==> src/rtl/ttl_bus_arbiter_pkg.sv <==
// Shared definitions for the TTL bus arbiter: state encoding, select width
// and the round-robin index helper.
package ttl_bus_arbiter_pkg;

    localparam int SEL_W   = 3;
    localparam int MAX_REQ = 8;

    typedef enum logic [1:0] {
        ST_IDLE  = 2'd0,
        ST_SETUP = 2'd1,
        ST_OWN   = 2'd2,
        ST_TURN  = 2'd3
    } state_t;

    // Index after idx, wrapping at n (n is the requester count, 2..8).
    function automatic logic [SEL_W-1:0] wrap_inc(input logic [SEL_W-1:0] idx, input int n);
        logic [SEL_W:0] sum;
        sum = {1'b0, idx} + {{SEL_W{1'b0}}, 1'b1};
        if (int'(sum) >= n) begin
            return '0;
        end
        return sum[SEL_W-1:0];
    endfunction

endpackage

==> src/rtl/ttl_bus_arbiter_rr_pick.sv <==
// Combinational round-robin picker: first asserted request scanning from
// rr_ptr upward, modulo N_REQ.
module ttl_rr_pick
    import ttl_bus_arbiter_pkg::*;
#(
    parameter int N_REQ = 4
) (
    input  logic [N_REQ-1:0] req_i,
    input  logic [SEL_W-1:0] rr_ptr_i,
    output logic             any_o,
    output logic [SEL_W-1:0] winner_o
);

    // Zero-extended so a 3-bit index is always in range.
    logic [MAX_REQ-1:0] req_ext;
    logic [N_REQ-1:0]   hit;
    logic [SEL_W-1:0]   cand_idx [N_REQ];

    assign req_ext = MAX_REQ'(req_i);

    // Candidate gi is the requester gi places after the pointer.
    genvar gi;
    generate
        for (gi = 0; gi < N_REQ; gi++) begin : g_cand
            logic [SEL_W:0] sum;
            assign sum = {1'b0, rr_ptr_i} + (SEL_W+1)'(gi);
            assign cand_idx[gi] = (sum >= (SEL_W+1)'(N_REQ))
                                ? SEL_W'(sum - (SEL_W+1)'(N_REQ))
                                : sum[SEL_W-1:0];
            assign hit[gi] = req_ext[cand_idx[gi]];
        end
    endgenerate

    // Lowest candidate offset wins; scan high-to-low so it overwrites last.
    always_comb begin
        any_o    = |hit;
        winner_o = '0;
        for (int k = N_REQ - 1; k >= 0; k--) begin
            if (hit[k]) begin
                winner_o = cand_idx[k];
            end
        end
    end

endmodule

==> src/rtl/ttl_bus_arbiter.sv <==
// Round-robin bus arbiter/sequencer driving a 3-to-8 decoder and per-requester
// active-low buffer gates. Every tenure is framed by a SETUP cycle (decoder
// addressed, buffers off) and a TURN cycle (all buffers off), so no two
// buffers are ever enabled together. All outputs come straight from flops.
module ttl_bus_arbiter
    import ttl_bus_arbiter_pkg::*;
#(
    parameter int N_REQ    = 4,   // 2..8
    parameter int MAX_HOLD = 16   // 1..255
) (
    input  logic             clk,
    input  logic             rst_n,
    input  logic [N_REQ-1:0] req_i,
    output logic [N_REQ-1:0] gnt_o,
    output logic [SEL_W-1:0] sel_o,
    output logic             dec_en_n_o,
    output logic [N_REQ-1:0] oe_n_o,
    output logic             busy_o
);

    localparam logic [7:0] HOLD_MAX = 8'(MAX_HOLD);

    state_t             state_q, state_d;
    logic [SEL_W-1:0]   owner_q, owner_d;
    logic [SEL_W-1:0]   rr_ptr_q, rr_ptr_d;
    logic [7:0]         hold_cnt_q, hold_cnt_d;
    logic [N_REQ-1:0]   gnt_q, gnt_d;
    logic [N_REQ-1:0]   oe_n_q, oe_n_d;
    logic               dec_en_n_q, dec_en_n_d;
    logic               busy_q, busy_d;

    logic [MAX_REQ-1:0] req_ext;
    logic               pick_any;
    logic [SEL_W-1:0]   pick_winner;

    assign req_ext = MAX_REQ'(req_i);

    ttl_rr_pick #(
        .N_REQ (N_REQ)
    ) u_pick (
        .req_i    (req_i),
        .rr_ptr_i (rr_ptr_q),
        .any_o    (pick_any),
        .winner_o (pick_winner)
    );

    // Next-state logic: sequence SETUP -> OWN -> TURN around each tenure.
    always_comb begin
        state_d    = state_q;
        owner_d    = owner_q;
        rr_ptr_d   = rr_ptr_q;
        hold_cnt_d = hold_cnt_q;
        case (state_q)
            ST_IDLE, ST_TURN: begin
                if (pick_any) begin
                    state_d  = ST_SETUP;
                    owner_d  = pick_winner;
                    rr_ptr_d = wrap_inc(pick_winner, N_REQ);
                end else begin
                    state_d  = ST_IDLE;
                end
            end
            ST_SETUP: begin
                // A requester that let go before its grant aborts the tenure.
                if (req_ext[owner_q]) begin
                    state_d    = ST_OWN;
                    hold_cnt_d = 8'd1;
                end else begin
                    state_d    = ST_TURN;
                end
            end
            ST_OWN: begin
                // Release and timeout collapse into the same single TURN.
                if (!req_ext[owner_q] || hold_cnt_q == HOLD_MAX) begin
                    state_d    = ST_TURN;
                end else begin
                    hold_cnt_d = hold_cnt_q + 8'd1;
                end
            end
            default: begin
                state_d = ST_IDLE;
            end
        endcase
    end

    // Output decode from the next state and next owner, so the flops line up.
    genvar gi;
    generate
        for (gi = 0; gi < N_REQ; gi++) begin : g_gnt
            assign gnt_d[gi] = (state_d == ST_OWN) && (owner_d == SEL_W'(gi));
        end
    endgenerate

    assign oe_n_d     = ~gnt_d;
    assign dec_en_n_d = (state_d == ST_IDLE);
    assign busy_d     = (state_d != ST_IDLE);

    // State and output registers; reset drops all enables immediately.
    always_ff @(posedge clk or negedge rst_n) begin
        if (!rst_n) begin
            state_q    <= ST_IDLE;
            owner_q    <= '0;
            rr_ptr_q   <= '0;
            hold_cnt_q <= '0;
            gnt_q      <= '0;
            oe_n_q     <= '1;
            dec_en_n_q <= 1'b1;
            busy_q     <= 1'b0;
        end else begin
            state_q    <= state_d;
            owner_q    <= owner_d;
            rr_ptr_q   <= rr_ptr_d;
            hold_cnt_q <= hold_cnt_d;
            gnt_q      <= gnt_d;
            oe_n_q     <= oe_n_d;
            dec_en_n_q <= dec_en_n_d;
            busy_q     <= busy_d;
        end
    end

    // The owner only changes on entry to SETUP, so it doubles as the
    // decoder address and holds the last owner while idle.
    assign sel_o      = owner_q;
    assign gnt_o      = gnt_q;
    assign oe_n_o     = oe_n_q;
    assign dec_en_n_o = dec_en_n_q;
    assign busy_o     = busy_q;

endmodule

==> config.mk <==
export PLATFORM = sky130hd
export DESIGN_NAME = ttl_bus_arbiter
export DESIGN_NICKNAME = d
export VERILOG_FILES = /design/src/rtl/ttl_bus_arbiter_pkg.sv /design/src/rtl/ttl_bus_arbiter_rr_pick.sv /design/src/rtl/ttl_bus_arbiter.sv
export SDC_FILE = /design/constraint.sdc
export NUM_CORES = 1
export LEC_CHECK = 0
export ABC_AREA = 1
export ABC_CLOCK_PERIOD_IN_PS = 2750
export CAP_MARGIN = 20
export CORE_MARGIN = 10
export CORE_UTILIZATION = 55
export DETAILED_ROUTE_END_ITERATION = 6
export GPL_ROUTABILITY_DRIVEN = 0
export PLACE_DENSITY = 0.89
export SLEW_MARGIN = 20
export SYNTH_ARGS = -nofsm -noshare
export SYNTH_HDL_FRONTEND = slang
export SYNTH_SLANG_ARGS = --single-unit
==> constraint.sdc <==
create_clock -name clk -period 2.75 [get_ports clk]
set_clock_uncertainty 0.2 [all_clocks]
set_input_delay 0.55 -clock clk [delete_from_list [all_inputs] [get_ports clk]]
set_output_delay 0.55 -clock clk [all_outputs]
set_load 0.02 [all_outputs]
* Word level (Yosys, flattened, before mapping)
Cells that the tools add are included.
** Storage, ports and cells
- Flip-flop bits (word level) :: 26
- Word-level logic and storage cells :: 85
** Cells by class
- $add $sub $neg :: 9
- $lt $le $gt $ge :: 10
- Eq/ne operators :: 10
- Muxes and demuxes :: 32
- Bitwise operators :: 1
- Reductions and logical operators :: 15
** Operators with widths (count)
- $mux W3 :: 12
- $lt A3 B4 Y1 const B :: 5
- $ge A4 B3 Y1 const B :: 4
- $mux W8 :: 2
- $pmux W8 S2 :: 1
- $bmux W1 S3 :: 5
- $sub A3 B3 Y3 const B :: 4
- $mux W1 :: 10
- $add A3 B1 Y4 const B :: 2
- $add A3 B2 Y4 const B :: 2
- $add A8 B1 Y8 const B :: 1
- $eq A8 B5 Y1 const B :: 1
- $eq A2 B2 Y1 const B :: 3
- $eq A3 B2 Y1 const B :: 2
- $pmux W2 S3 :: 1
- $logic_and A1 B1 Y1 :: 4
- $logic_not A2 Y1 :: 2
- $ne A2 B2 Y1 const B :: 2
- $not A4 Y4 :: 1
- $reduce_bool A2 Y1 :: 2
- $reduce_or A4 Y1 :: 1
- $eq A3 B1 Y1 const B :: 1
- $ge A3 B3 Y1 const B :: 1
- $logic_not A3 Y1 :: 1
- other kinds (7) :: 7

* Logic depth before layout (Yosys ltp)
- Depth in word-level cells :: 15
- Mapped depth :: 15

* By module
From an unflattened synthesis, not the netlist that was laid out.
** Unflattened totals
- Cell total of the unflattened synthesis :: 220
- Area, all modules :: 1649.1 µm²
** By module, submodules not included
- ttl_bus_arbiter :: instances 1, cells each 169, area each 1391.3 µm², sequential area each 656.9 µm²
- ttl_rr_pick :: instances 1, cells each 51, area each 257.7 µm², sequential area each 0.0 µm²

* Least setup slack after synthesis
OpenSTA, ideal clock, no wires.
- Path kind :: flip-flop to flip-flop
- Start :: register rr_ptr_q[0]
- End :: register gnt_q[3] (netlist: gnt_o[3])
- Arrival :: 1.767 ns
- Required time :: 2.481 ns
- Slack :: 0.715 ns
- Cell stages (with the launch flop) :: 15
- Clock period less this slack :: 2.035 ns
- Cells stage by stage :: dfrtp_1 buf_6 inv_6 ha_1 inv_1 nand3_1 nand3_2 nand2_4 nor2_8 inv_4 nand2_4 nand2_4 nand2_4 nand2_4 nor2_2
** On the way
- Longest elaborated chain between the ends :: 13
** Ends and longest elaborated chain
- start, declared :: RTL line ttl_bus_arbiter.sv:25 : logic [SEL_W-1:0] rr_ptr_q, rr_ptr_d;
- start signal, assigned :: RTL line ttl_bus_arbiter.sv:112 : rr_ptr_q <= rr_ptr_d;
- $add A3 B2 Y4 :: RTL line ttl_bus_arbiter_rr_pick.sv:26 : assign sum = {1'b0, rr_ptr_i} + (SEL_W+1)'(gi);
- $ge A4 B3 Y1 / $sub A3 B3 Y3 (equally long branches) :: RTL line ttl_bus_arbiter_rr_pick.sv:27, ttl_bus_arbiter_rr_pick.sv:28
- $mux W3 :: RTL line ttl_bus_arbiter_rr_pick.sv:28 : ? SEL_W'(sum - (SEL_W+1)'(N_REQ))
- $bmux W1 S3 :: RTL line ttl_bus_arbiter_rr_pick.sv:30 : assign hit[gi] = req_ext[cand_idx[gi]];
- $mux W1 (implied by the code) :: RTL line ttl_bus_arbiter_rr_pick.sv:30
- $mux W3 (4 in a row) :: RTL line ttl_bus_arbiter_rr_pick.sv:39 : if (hit[k]) begin
- $mux W3 * :: RTL line ttl_bus_arbiter.sv:55 : if (pick_any) begin
- $mux W3 * :: RTL line ttl_bus_arbiter.sv:53 : case (state_q)
- net owner_d[0] :: RTL line ttl_bus_arbiter.sv:24 : logic [SEL_W-1:0] owner_q, owner_d;
- $eq A3 B2 Y1 * :: RTL line ttl_bus_arbiter.sv:90 : assign gnt_d[gi] = (state_d == ST_OWN) && (owner_d == SEL_W'(gi));
- $logic_and A1 B1 Y1 * :: RTL line ttl_bus_arbiter.sv:90
- net gnt_d[3] :: RTL line ttl_bus_arbiter.sv:27 : logic [N_REQ-1:0] gnt_q, gnt_d;
- end signal, assigned :: RTL line ttl_bus_arbiter.sv:114 : gnt_q <= gnt_d;
- end, declared :: RTL line ttl_bus_arbiter.sv:27
The timed path passes the listed nets; every way through them passes the cells marked *. The select of a mux whose other input is x is not followed.
A chain may end at the register's enable or synchronous reset.

* Worst setup path after layout
- Start :: register oe_n_q[2] (netlist: oe_n_o[2])
- End :: output port oe_n_o[2]
** RTL lines
- start, declared :: RTL line ttl_bus_arbiter.sv:28 : logic [N_REQ-1:0] oe_n_q, oe_n_d;
- start signal, assigned :: RTL line ttl_bus_arbiter.sv:115 : oe_n_q <= oe_n_d;
- end, declared :: RTL line ttl_bus_arbiter.sv:17 : output logic [N_REQ-1:0] oe_n_o,
No word-level cell between the ends.

==> impl_results.md <==
- GRT Resource Usage Total: between 10% and 20%
- Critical path startpoint category: register
- Multi-input logic area: about 830 µm²
- Clock tree from TritonCTS: yes
- Number of optimization iterations in the first detailed-route pass: 4
- Fraction of synthesized cell area in xor and xnor cells: about 2.7%
- Final setup violation count: 0
- PortBufs: 18
- Row cnt: 19
- Basic-gate share of the synthesized area counting and, or, nand and nor cells: between 30 and 40%
- Number of buffers created by CTS: 3
- Crit path largest cell delay: approximately 0.6 ns
- Height of the die: ~74 µm
- First-pass GRT wire length: between 5000 and 6000 µm
- CORE AREA: 0.00281 mm²
- Worst min path class: reg2reg
- Cell Int Power: 1140 µW
- Switching component of the power: around 1300 µW
- Clock edge transition at the registers on the reported setup and hold paths: 0.14 ns
- Total nets after synthesis: roughly 210
- Register bit count reported by yosys: 26
- Actual transition at the worst max-transition pin: between 0.3 and 0.4 ns
- Req. time, crit path: about 2 ns
- Most instantiated library cell after synthesis: sky130_fd_sc_hd__nand2_1
- Resized cells post-CTS: 0
- Min Clock Period, post-route: 2.22 ns
- Vias in the first global route: between 1000 and 1500
- Die area: 0.00555 mm²
- Setup Buffers After CTS: 0
- Maximum fanout count along the critical path: 1
- Crit share post-route: 80.9%
- Area of all placed cells without fillers: ~0.0019 mm²
- Summed negative setup slack over all endpoints: 0 ns
- Cell type group with the largest total delay on the critical path: buffers and inverters
- Largest net degree at the start of global routing: 27
- Main combinational cell family by area after synthesis: simple AND/OR/NAND/NOR gates
- Total number of yosys warnings: 0
- Headroom to the max-slew limit: about 79%
- Clock latency reported for the late side of the worst-skew pair: ~0.33 ns
- CP Buf/Inv Count: 1
- Sum of overflow across all layers after global routing: 0
- Synthesized-area fraction occupied by ao, oa, aoi and oai cells: 3.76%
- Via count of the routed design: about 1300
- Count of filler cells inserted in the layout: about 240
- Number of flops mapped to enable cells by yosys: 0
- Combinational Power Share: between 60% and 70%
- Final slew viol count: 0
- Total power per unit cell area: 1270 mW/mm²
- Area post-placement: 0.00185 mm²
- Area growth, synth to finish: 15.9%
- Count of pins on the block boundary: 19
- Share of cell area taken by muxes after synthesis: 0%
- Antenna diode count: 0
- Switching part of the total: 52.4%
- Leading post-synthesis cells by cell area: sky130_fd_sc_hd__dfrtp_1, sky130_fd_sc_hd__nand2_1, sky130_fd_sc_hd__dfstp_2
- Initial drt markers: 75
- Main synth FF type: sky130_fd_sc_hd__dfrtp_1
- Startpoint of the lowest-slack register-to-register path: rr_ptr_q[1]
- Sequential-to-total area share from yosys stat: about two fifths
- Critical-path top delay cell: sky130_fd_sc_hd__clkdlybuf4s50_1
- Critical path class: reg2out
- Clock sink count: 26
- Fraction of final layout cells with drive strength greater than 1: a little under a quarter
- Setup slack on the worst flop-to-flop path: about 0.57 ns
- Cell type with the largest total area after synthesis: sky130_fd_sc_hd__dfrtp_1
- Async SR Flop Fraction: 100%
- HPWL Detailed: roughly 2400 µm
- Most instantiated cells after synthesis: sky130_fd_sc_hd__nand2_1, sky130_fd_sc_hd__inv_1, sky130_fd_sc_hd__dfrtp_1
- Maximum vdd drop: between 800 and 900 µV
- Post-Route Utilization: 67.4%
- DR WL/cell: ~12 µm
- Htree depth: 1
- DRC violation count after routing: 0
- Worst endpoint data arrival time: 1.47 ns
- Unique cell type count in the Yosys netlist: 25
- Starting utilization of the core area: between 50 and 60%
- Clock network fraction of total power: under 10%
- Leakage Power: about 0.001 µW
- Hold Fails Final Rpt: 0
- Post-synth top area share: about a third
- ANT nets after route: 0
- Count of hold buffers inserted by post-cts repair: 0
- Horizontal die dimension: 74.5 µm
- Status: finished clean
- Nets: ~240
- Timing startpoint of the critical path: oe_n_o[2]
- Hold wc startpoint: hold_cnt_q[7]
- Via-per-instance ratio: 5.00
- Maximum operating frequency: between 0.4 and 0.5 GHz
- Root cell of the clock tree: sky130_fd_sc_hd__clkbuf_4
- Adder-cell area share of the yosys netlist: roughly 4.6%
- Post-detailed-routing wire length: 3040 µm
- Number of antenna violations at the first check in global routing: 0
- Synthesized cell area: about 0.0016 mm²
- Total Power Consumption: ~2400 µW
- Cell count after synthesis: 199
- RSZ-0062 raised after global routing: false
- Per-instance average area after synthesis: ~8.2 µm²
- Worst setup EP type: output port
- Fraction of power consumed by sequential logic: between 20% and 30%
- Worst-case clock buffer depth: 2
- Cells along the critical path: clkdlybuf4s50_1
- Area taken by flip-flops and latches: between 600 and 700 µm²
- Max-cap violation count: 0
==> metal layers <==
| layer | track usage (%) | wire length [µm] | up-vias |
|---|---|---|---|
| li1 | - | - | 665 |
| met1 | 14.6 | 1370 | 569 |
| met2 | 19.8 | 1400 | 28 |
| met3 | 4.52 | 222 | 4 |
| met4 | 4.41 | 48 | 0 |
| met5 | 0 | 0 | - |
==> metrics by stage <==
| stage | hold slack (ns) | cells | setup WS (ns) |
|---|---|---|---|
| after floorplan | 0.0544 | 199 | 0.715 |
| after global placement | 0.336 | 249 | 0.351 |
| after detailed placement | 0.320 | 249 | 0.317 |
| after CTS | 0.355 | 253 | 0.498 |
| after global routing | 0.389 | 253 | 0.329 |
| final | 0.350 | 253 | 0.525 |
==> power by group through the flow <==
stage	logic, µW	clock network (µW)	registers, µW
after floorplan	1280	0	614
after global placement	1600	0	570
after detailed placement	1640	0	574
after CTS	1640	202	566
after global routing	1850	209	579
final	1630	193	565
==> cell usage in the layout, fill, tap and decap left out, types with 2 or more instances in the layout <==
cell	n
sky130_fd_sc_hd__nor2_1	17
sky130_fd_sc_hd__nand2_4	9
sky130_fd_sc_hd__clkbuf_4	3
sky130_fd_sc_hd__o21ai_0	5
sky130_fd_sc_hd__buf_4	2
sky130_fd_sc_hd__nand3_2	6
sky130_fd_sc_hd__inv_2	6
sky130_fd_sc_hd__inv_1	24
sky130_fd_sc_hd__ha_1	6
sky130_fd_sc_hd__nor2_8	2
sky130_fd_sc_hd__nand3_1	13
sky130_fd_sc_hd__a21oi_1	3
sky130_fd_sc_hd__dfrtp_1	21
sky130_fd_sc_hd__o21a_1	2
sky130_fd_sc_hd__dfstp_2	5
sky130_fd_sc_hd__nand2_1	49
sky130_fd_sc_hd__inv_4	2
sky130_fd_sc_hd__nor2_2	3
sky130_fd_sc_hd__xor2_1	4
sky130_fd_sc_hd__nand2_2	9
sky130_fd_sc_hd__nand4_1	7
sky130_fd_sc_hd__clkdlybuf4s50_1	18
==> sequential cells by signal (all words and copies together) (netlist names) <==
register    flops
busy_o          1
dec_en_n_o      1
gnt_o           4
hold_cnt_q      8
oe_n_o          4
rr_ptr_q        3
sel_o           3
state_q         2
==> path summary, 6_finish.rpt <==
check,cells after the start,to
worst max-delay path,1,oe_n_o[2]
worst max register to register,13,gnt_o[3]
worst min-delay path,2,hold_cnt_q[7]
worst min register to register,2,hold_cnt_q[7]
min in group asynchronous,2,state_q[1]
max in group asynchronous,2,oe_n_o[3]
==> logic make-up after synthesis <==
logic type | count (synthesis)
flops | 26
xor+xnor | 5
compound gates | 11
simple gates | 117
fa+ha+maj | 6
buf+inv | 34
==> area by class of cell <==
| cell class | count | area share (%) |
|---|---|---|
| clock buffers | 4 | 1.92 |
| flip-flops and latches | 26 | 34.7 |
| repair buffers | 20 | 10.3 |
| inverters | 33 | 7.08 |
| well taps | 31 | 2.05 |
| multi-input cells | 139 | 43.9 |
Note: power is estimated with default switching activity, not from simulation.
